<file path="src/rtl/bin2bcd_serial_pkg.sv">
// Shared constants and FSM encoding for the serial binary-to-BCD converter.
// WORDSIZE supplies the default input width unless it is set on the command line.
`ifndef WORDSIZE
`define WORDSIZE 20
`endif

package bin2bcd_serial_pkg;

  localparam int          WORDSIZE   = `WORDSIZE;
  localparam int          NUM_DIGITS = 6;
  localparam logic [31:0] BCD_MAX    = 32'd999999;

  typedef enum logic {
    IDLE = 1'b0,
    CONV = 1'b1
  } state_t;

endpackage

</file>
<file path="src/rtl/bin2bcd_serial_bcd_add3.sv">
// Double-dabble digit correction: adds 3 to a BCD digit of 5 or more so the
// following left shift carries correctly into the next digit.
module bcd_add3 (
  input  logic [3:0] d,
  output logic [3:0] q
);

  assign q = (d >= 4'd5) ? d + 4'd3 : d;

endmodule

</file>
<file path="src/rtl/bin2bcd_serial.sv">
// Serial shift-and-add-3 binary-to-BCD converter, one input bit per clock.
// Define BIN2BCD_SATURATE_EN to show 999999 instead of the wrapped value on overflow.
module bin2bcd_serial
  import bin2bcd_serial_pkg::*;
#(
  parameter int WIDTH = WORDSIZE
) (
  input  logic             clk,
  input  logic             rst_n,
  input  logic             start,
  input  logic [WIDTH-1:0] in,
  output logic             busy,
  output logic             done,
  output logic             overflow,
  output logic [3:0]       out0,
  output logic [3:0]       out1,
  output logic [3:0]       out2,
  output logic [3:0]       out3,
  output logic [3:0]       out4,
  output logic [3:0]       out5
);

  localparam int CW = $clog2(WIDTH + 1);
  localparam int BW = 4 * NUM_DIGITS;

  state_t          state;
  logic [WIDTH-1:0] shift;
  logic [BW-1:0]   bcd;
  logic [BW-1:0]   adj;
  logic [BW-1:0]   bcd_next;
  logic [BW-1:0]   result;
  logic [BW-1:0]   digits;
  logic [CW-1:0]   cnt;
  logic            ovf_next;

  for (genvar g = 0; g < NUM_DIGITS; g++) begin : g_add3
    bcd_add3 u_add3 (
      .d (bcd[4*g +: 4]),
      .q (adj[4*g +: 4])
    );
  end

  // Carries out of the top digit fall off the end, giving in mod 10^6.
  assign bcd_next = {adj[BW-2:0], shift[WIDTH-1]};

`ifdef BIN2BCD_SATURATE_EN
  assign result = ovf_next ? {NUM_DIGITS{4'd9}} : bcd_next;
`else
  assign result = bcd_next;
`endif

  // NOTE: all state uses non-blocking assignments so every register samples
  // pre-edge values; mixing in blocking updates would create order-dependent races.
  always_ff @(posedge clk or negedge rst_n) begin
    if (!rst_n) begin
      state    <= IDLE;
      shift    <= '0;
      bcd      <= '0;
      cnt      <= '0;
      ovf_next <= 1'b0;
      busy     <= 1'b0;
      done     <= 1'b0;
      overflow <= 1'b0;
      digits   <= '0;
    end else begin
      done <= 1'b0;
      case (state)
        IDLE: begin
          if (start) begin
            shift    <= in;
            bcd      <= '0;
            cnt      <= CW'(WIDTH);
            ovf_next <= (32'(in) > BCD_MAX);
            busy     <= 1'b1;
            state    <= CONV;
          end
        end
        CONV: begin
          bcd   <= bcd_next;
          shift <= {shift[WIDTH-2:0], 1'b0};
          cnt   <= cnt - 1'b1;
          if (cnt == CW'(1)) begin
            state    <= IDLE;
            busy     <= 1'b0;
            done     <= 1'b1;
            digits   <= result;
            overflow <= ovf_next;
          end
        end
        default: state <= IDLE;
      endcase
    end
  end

  assign out0 = digits[3:0];
  assign out1 = digits[7:4];
  assign out2 = digits[11:8];
  assign out3 = digits[15:12];
  assign out4 = digits[19:16];
  assign out5 = digits[23:20];

endmodule

</file>
<file path="config.mk">
export PLATFORM = sky130hd
export DESIGN_NAME = bin2bcd_serial
export DESIGN_NICKNAME = d
export VERILOG_FILES = /design/src/rtl/bin2bcd_serial_pkg.sv /design/src/rtl/bin2bcd_serial_bcd_add3.sv /design/src/rtl/bin2bcd_serial.sv
export SDC_FILE = /design/constraint.sdc
export NUM_CORES = 1
export LEC_CHECK = 0
export CORE_ASPECT_RATIO = 0.75
export CORE_MARGIN = 4
export CORE_UTILIZATION = 40
export CTS_CLUSTER_DIAMETER = 60
export DETAILED_ROUTE_END_ITERATION = 6
export PLACE_DENSITY = 0.65
export SLEW_MARGIN = 25
export SYNTH_ARGS = -nofsm -noshare
export SYNTH_HDL_FRONTEND = slang
export SYNTH_SLANG_ARGS = --single-unit
export TNS_END_PERCENT = 100
</file>
<file path="constraint.sdc">
create_clock -name clk -period 3.3 [get_ports clk]
set_clock_uncertainty 0.2 [all_clocks]
set_input_delay 0.495 -clock clk [delete_from_list [all_inputs] [get_ports clk]]
set_output_delay 0.495 -clock clk [all_outputs]
set_load 0.05 [all_outputs]
</file>
* Word level (Yosys, flattened, before mapping)
Index checks and enable logic that the tools add are counted.
** Word-level totals
- Output and inout bits :: 27
- Flip-flop bits (word level) :: 78
- Input bits :: 23
** Operators by class
- Add/subtract/negate cells :: 7
- Mux-type cells :: 20
- Bitwise operators :: 1
- Magnitude comparators :: 7
- Equality and inequality tests :: 3
- Reduce and logical (&&, ||, !) cells :: 3
** Operators by type and width (number)
- 24-bit one-hot mux with 2 select lines :: 1
- 20-bit one-hot mux with 2 select lines :: 1
- 4-bit by 3-bit greater-or-equal comparator with 1-bit output (second input constant) :: 6
- 24-bit 2-to-1 mux :: 1
- 4-bit by 2-bit adder with 4-bit output (second input constant) :: 5
- 20-bit > comparator (second input constant) :: 1
- 20-bit 2-to-1 mux :: 1
- 4-bit 2-to-1 mux :: 5
- 5-bit one-hot mux with 2 select lines :: 1
- 1-bit 2-to-1 mux :: 6
- 2-bit AND reduction :: 3
- 5-bit by 1-bit == test with 1-bit output (second input constant) :: 1
- 5-bit 2-to-1 mux :: 1
- 5-bit by 1-bit subtractor with 5-bit output (second input constant) :: 1
- 1-bit one-hot mux with 2 select lines :: 2
- 3-bit by 2-bit adder with 3-bit output (second input constant) :: 1
- 3-bit 2-to-1 mux :: 1
- 2-bit by 1-bit inequality test with 1-bit output (second input constant) :: 1
- 2-bit inequality test (second input constant) :: 1
- 1-bit inverter :: 1

* Depth between registers and ports, before layout
- Depth in word-level cells :: 3
- Mapped depth :: 7
- Mapped depth without buffers :: 6

* Cells and area by module
Synthesis repeated with hierarchy kept, for this count alone.
** Unflattened totals
- Cell total of the unflattened synthesis :: 331
- Area total of the unflattened synthesis :: 3812.4 um^2
** Modules (own cells, without submodules)
- bin2bcd_serial :: sequential area each 1951.9 um^2, cells each 235, area an instance 3204.3 um^2, times used 1
- bcd_add3 :: sequential area each 0.0 um^2, cells each 16, area an instance 101.3 um^2, times used 6

* Worst setup path before layout
Ideal clock, no wire load.
- Kind :: reg-to-reg
- From :: register bcd[4]
- To :: register digits[6]
- Data arrival time :: 1445 ps
- Clock period less this slack :: 1727 ps
- Slack :: 1573 ps
- Setup time :: 83 ps
- Path buffers :: 0
- Stages on the path, launching flop included :: 7
- Cells stage by stage :: dfrtp_1 inv_1 ha_1 nand2b_1 a21oi_1 mux2_2 o21ai_0
** On the way
- Cells in the longest elaborated chain, start to end :: 2
- Elaborated cells on any way between the ends :: 3
** RTL lines
- start, declared :: RTL line bin2bcd_serial.sv:28 : logic [BW-1:0] bcd;
- start signal, assigned :: RTL line bin2bcd_serial.sv:79 : bcd <= bcd_next;
- 4-bit by 2-bit adder with 4-bit output or 4-bit by 3-bit greater-or-equal comparator with 1-bit output (tied branches) :: RTL line bin2bcd_serial_bcd_add3.sv:8 : assign q = (d >= 4'd5) ? d + 4'd3 : d;
- 4-bit 2-to-1 mux * :: RTL line bin2bcd_serial_bcd_add3.sv:8
- end signal, assigned :: RTL line bin2bcd_serial.sv:86 : digits <= result;
- end, declared :: RTL line bin2bcd_serial.sv:32 : logic [BW-1:0] digits;
Mark *: on every way between the ends. The rest lies on a longest branch, timed or not.
A chain may end at the register's enable or synchronous reset.

* Worst setup path after layout
- From :: register overflow
- To :: output overflow
** RTL lines
- start, declared :: RTL line bin2bcd_serial.sv:14 : output logic overflow,
- start signal, assigned :: RTL line bin2bcd_serial.sv:87 : overflow <= ovf_next;
No word-level cell between the ends.

==> run summary <==
Nets: 447
Post-synth EDFFs: 0
Worst setup margin: 1.09 ns
Post-DP HPWL: 5.12 mm
Cell family with most CP delay: buffers and inverters
RSZ-0062 raised after global routing: false
Setup TNS: 0 ns
#FFs+latches synth: 78
Req. time, crit path: 2.60 ns
CP Class: register to output pin
Die W: 122 µm
I/O Buffers: 49
Post-route ant nets: 0
Initial antenna violation count: 0
First-pass GRT wire length: 13.3 mm
Synth async-reset ratio: 100%
Slew Viols, Final: 0
Max Fclk: 453 MHz
Register area share after synthesis: 50.5%
Commonest non-fill, non-tap cell in the layout: dfrtp_1
Iteration-0 DRC Markers: 121
Via-to-Cell Ratio: 4.94
Via Count: 2682
Post-Syn Area per Cell: 10.7 µm²
Largest cells by area after synthesis: dfrtp_1, mux2i_1, o21ai_0
Core box area: 0.00923 mm²
CTS Buffer Depth: 2
Largest net degree at the start of global routing: 86
Overall routing resource usage: 14.7%
Post-Syn Area: 0.00387 mm²
Post-synth top area share: 50.5%
Post-CTS sizing: 0
Outcome: completed
Vias in the first global route: 2812
Pwr Density: 1030 mW/mm²
Min cycle time layout: 2.21 ns
Layout cell share with drive strength beyond 1: 9.88%
Critical Path Start Type: register
Cells after Synth: 363
Setup violations, final: 0
# IOs: 50
Final Hold Viols: 0
Maxcap violations: 0
Critical Path End Type: output pin
Leak: 2.21 nW
Maximum VDD drop: 0.000458 V
WP buf/inv: 1
Clock transition at path regs: 0.05 ns
Yosys warns: 0
Residual DRC count: 0
Gr ovfl total: 0
Synth Net Count: 400
H-tree depth: 3
Worst-Margin Slew: 0.848 ns
Ant diodes: 0
Cell Chain, Critical Path: clkdlybuf4s50_1
Post-CTS setup repair buffer count: 0
Final critical-path share of the clock period: 66.9%
Root Driver: clkbuf_16
Max incr delay on CP: 0.81 ns
Critical path peak fanout: 2
Number of core rows: 30
Most frequent cells in the layout: dfrtp_1, clkdlybuf4s50_1, nand2_1, o21ai_0, mux2i_1
Total CTS buffers: 9
Hold Crit Class: register to register
WL final: 7.49 mm
CP max stage cell: clkdlybuf4s50_1
Yosys top cell by area: dfrtp_1
Clk Latency, worst-skew pair: 0.33 ns
Unique cell type count in the Yosys netlist: 34
Layout area overhead: 22.5%
Ys flop type: dfrtp_1
GP Congestion: 0.777
Sink Count: 78
Die footprint: 0.0113 mm²
Setup WS pre-CTS: 1.14 ns
CTS tree: yes
Die H: 93.2 µm
Initial Utilization: 41.9%
Max-Slew Margin vs Limit: 43.4%
Pre-Repair DR Iteration Count: 4
WL/cell: 13.8 µm
Critical Path AT: 1.51 ns
## worst paths after layout
path	from	to	slack [ns]	cells after the start
max	overflow$_DFFE_PN0P_	overflow	1.09	1
min	digits[8]$_DFFE_PN0P_	digits[8]$_DFFE_PN0P_	0.27	2
max reg2reg	cnt[1]$_DFFE_PN0P_	digits[21]$_DFFE_PN0P_	1.20	5
min reg2reg	digits[8]$_DFFE_PN0P_	digits[8]$_DFFE_PN0P_	0.27	2
max in group asynchronous	rst_n	digits[19]$_DFFE_PN0P_	1.74	3
min in group asynchronous	rst_n	shift[13]$_DFFE_PN0P_	0.48	2
## sequential cells by signal, summed over array words and instances (netlist names)
name,cells
bcd,24
digits,24
shift,20
cnt,5
busy,1
done,1
overflow,1
ovf_next,1
state,1
## cell families (layout without fill, tap and decap cells)
family,count (synthesis),count (layout),share of synthesized area (%)
XOR/XNOR,9,9,2.04
flip-flops,78,78,50.5
multiplexers,47,47,12.7
buffers and inverters,33,85,4.50
adder cells (fa/ha/maj),14,14,4.53
AND/OR/NAND/NOR,105,105,14.5
AO/OA/AOI/OAI,77,77,11.3
## synth_stat cells, types with 4 or more instances
library cell  instances
inv_1                14
buf_2                 4
dfrtp_1              78
mux2i_1              37
a21oi_2               4
o21ai_0              44
mux2_2                8
nor3b_1              19
nand2_1              46
xnor2_1               7
nand2b_1             21
ha_1                 14
buf_4                 8
clkbuf_1              4
nand3_1               4
a21oi_1              15
nor2_1                5
a21o_1                5
nor3_1                5
## timing repair
| action | in CTS | in global routing |
|---|---|---|
| setup endpoints to repair | 0 | 0 |
| hold endpoints to repair | 37 | 0 |
| hold buffers | 1 | 0 |
## through the flow
stage               utilization (%)  cells  hold slack (ns)  power (mW)  area (µm²)
floorplan                         -    363        -0.000591        3.31        3870
global placement               47.9    526            0.263        3.85        4420
detailed placement             47.9    526            0.266        3.93        4420
CTS                            51.3    543            0.282        4.95        4740
global route                   51.3    543            0.306        5.27        4740
finish                         51.3    543            0.272        4.89        4740
## area by class of cell
| cell class | instances | area (µm²) |
|---|---|---|
| well taps | 128 | 160 |
| clock buffers | 12 | 256 |
| multi-input cells | 252 | 1740 |
| inverters | 15 | 56.3 |
| flip-flops and latches | 78 | 1950 |
| clock inverters | 4 | 45.0 |
| repair buffers | 54 | 523 |
| fillers | 875 | 4500 |
## metal layers
metal,up-vias,routed length (µm),global-route usage [%],part of all wire [%]
li1,1345,-,-,-
met1,1298,3500,18.6,47
met2,28,3600,24.4,48
met3,11,254,4.17,3.4
met4,0,133,4.85,1.8
met5,-,0,0,0
## power breakdown
part / switching (mW) / internal (mW) / total [mW]
sequential: 0.307 / 1.36 / 1.67
combinational: 1.30 / 0.927 / 2.23
clock: 0.365 / 0.623 / 0.987
total: 1.97 / 2.91 / 4.89
Note: power is estimated with default switching activity, not from simulation.
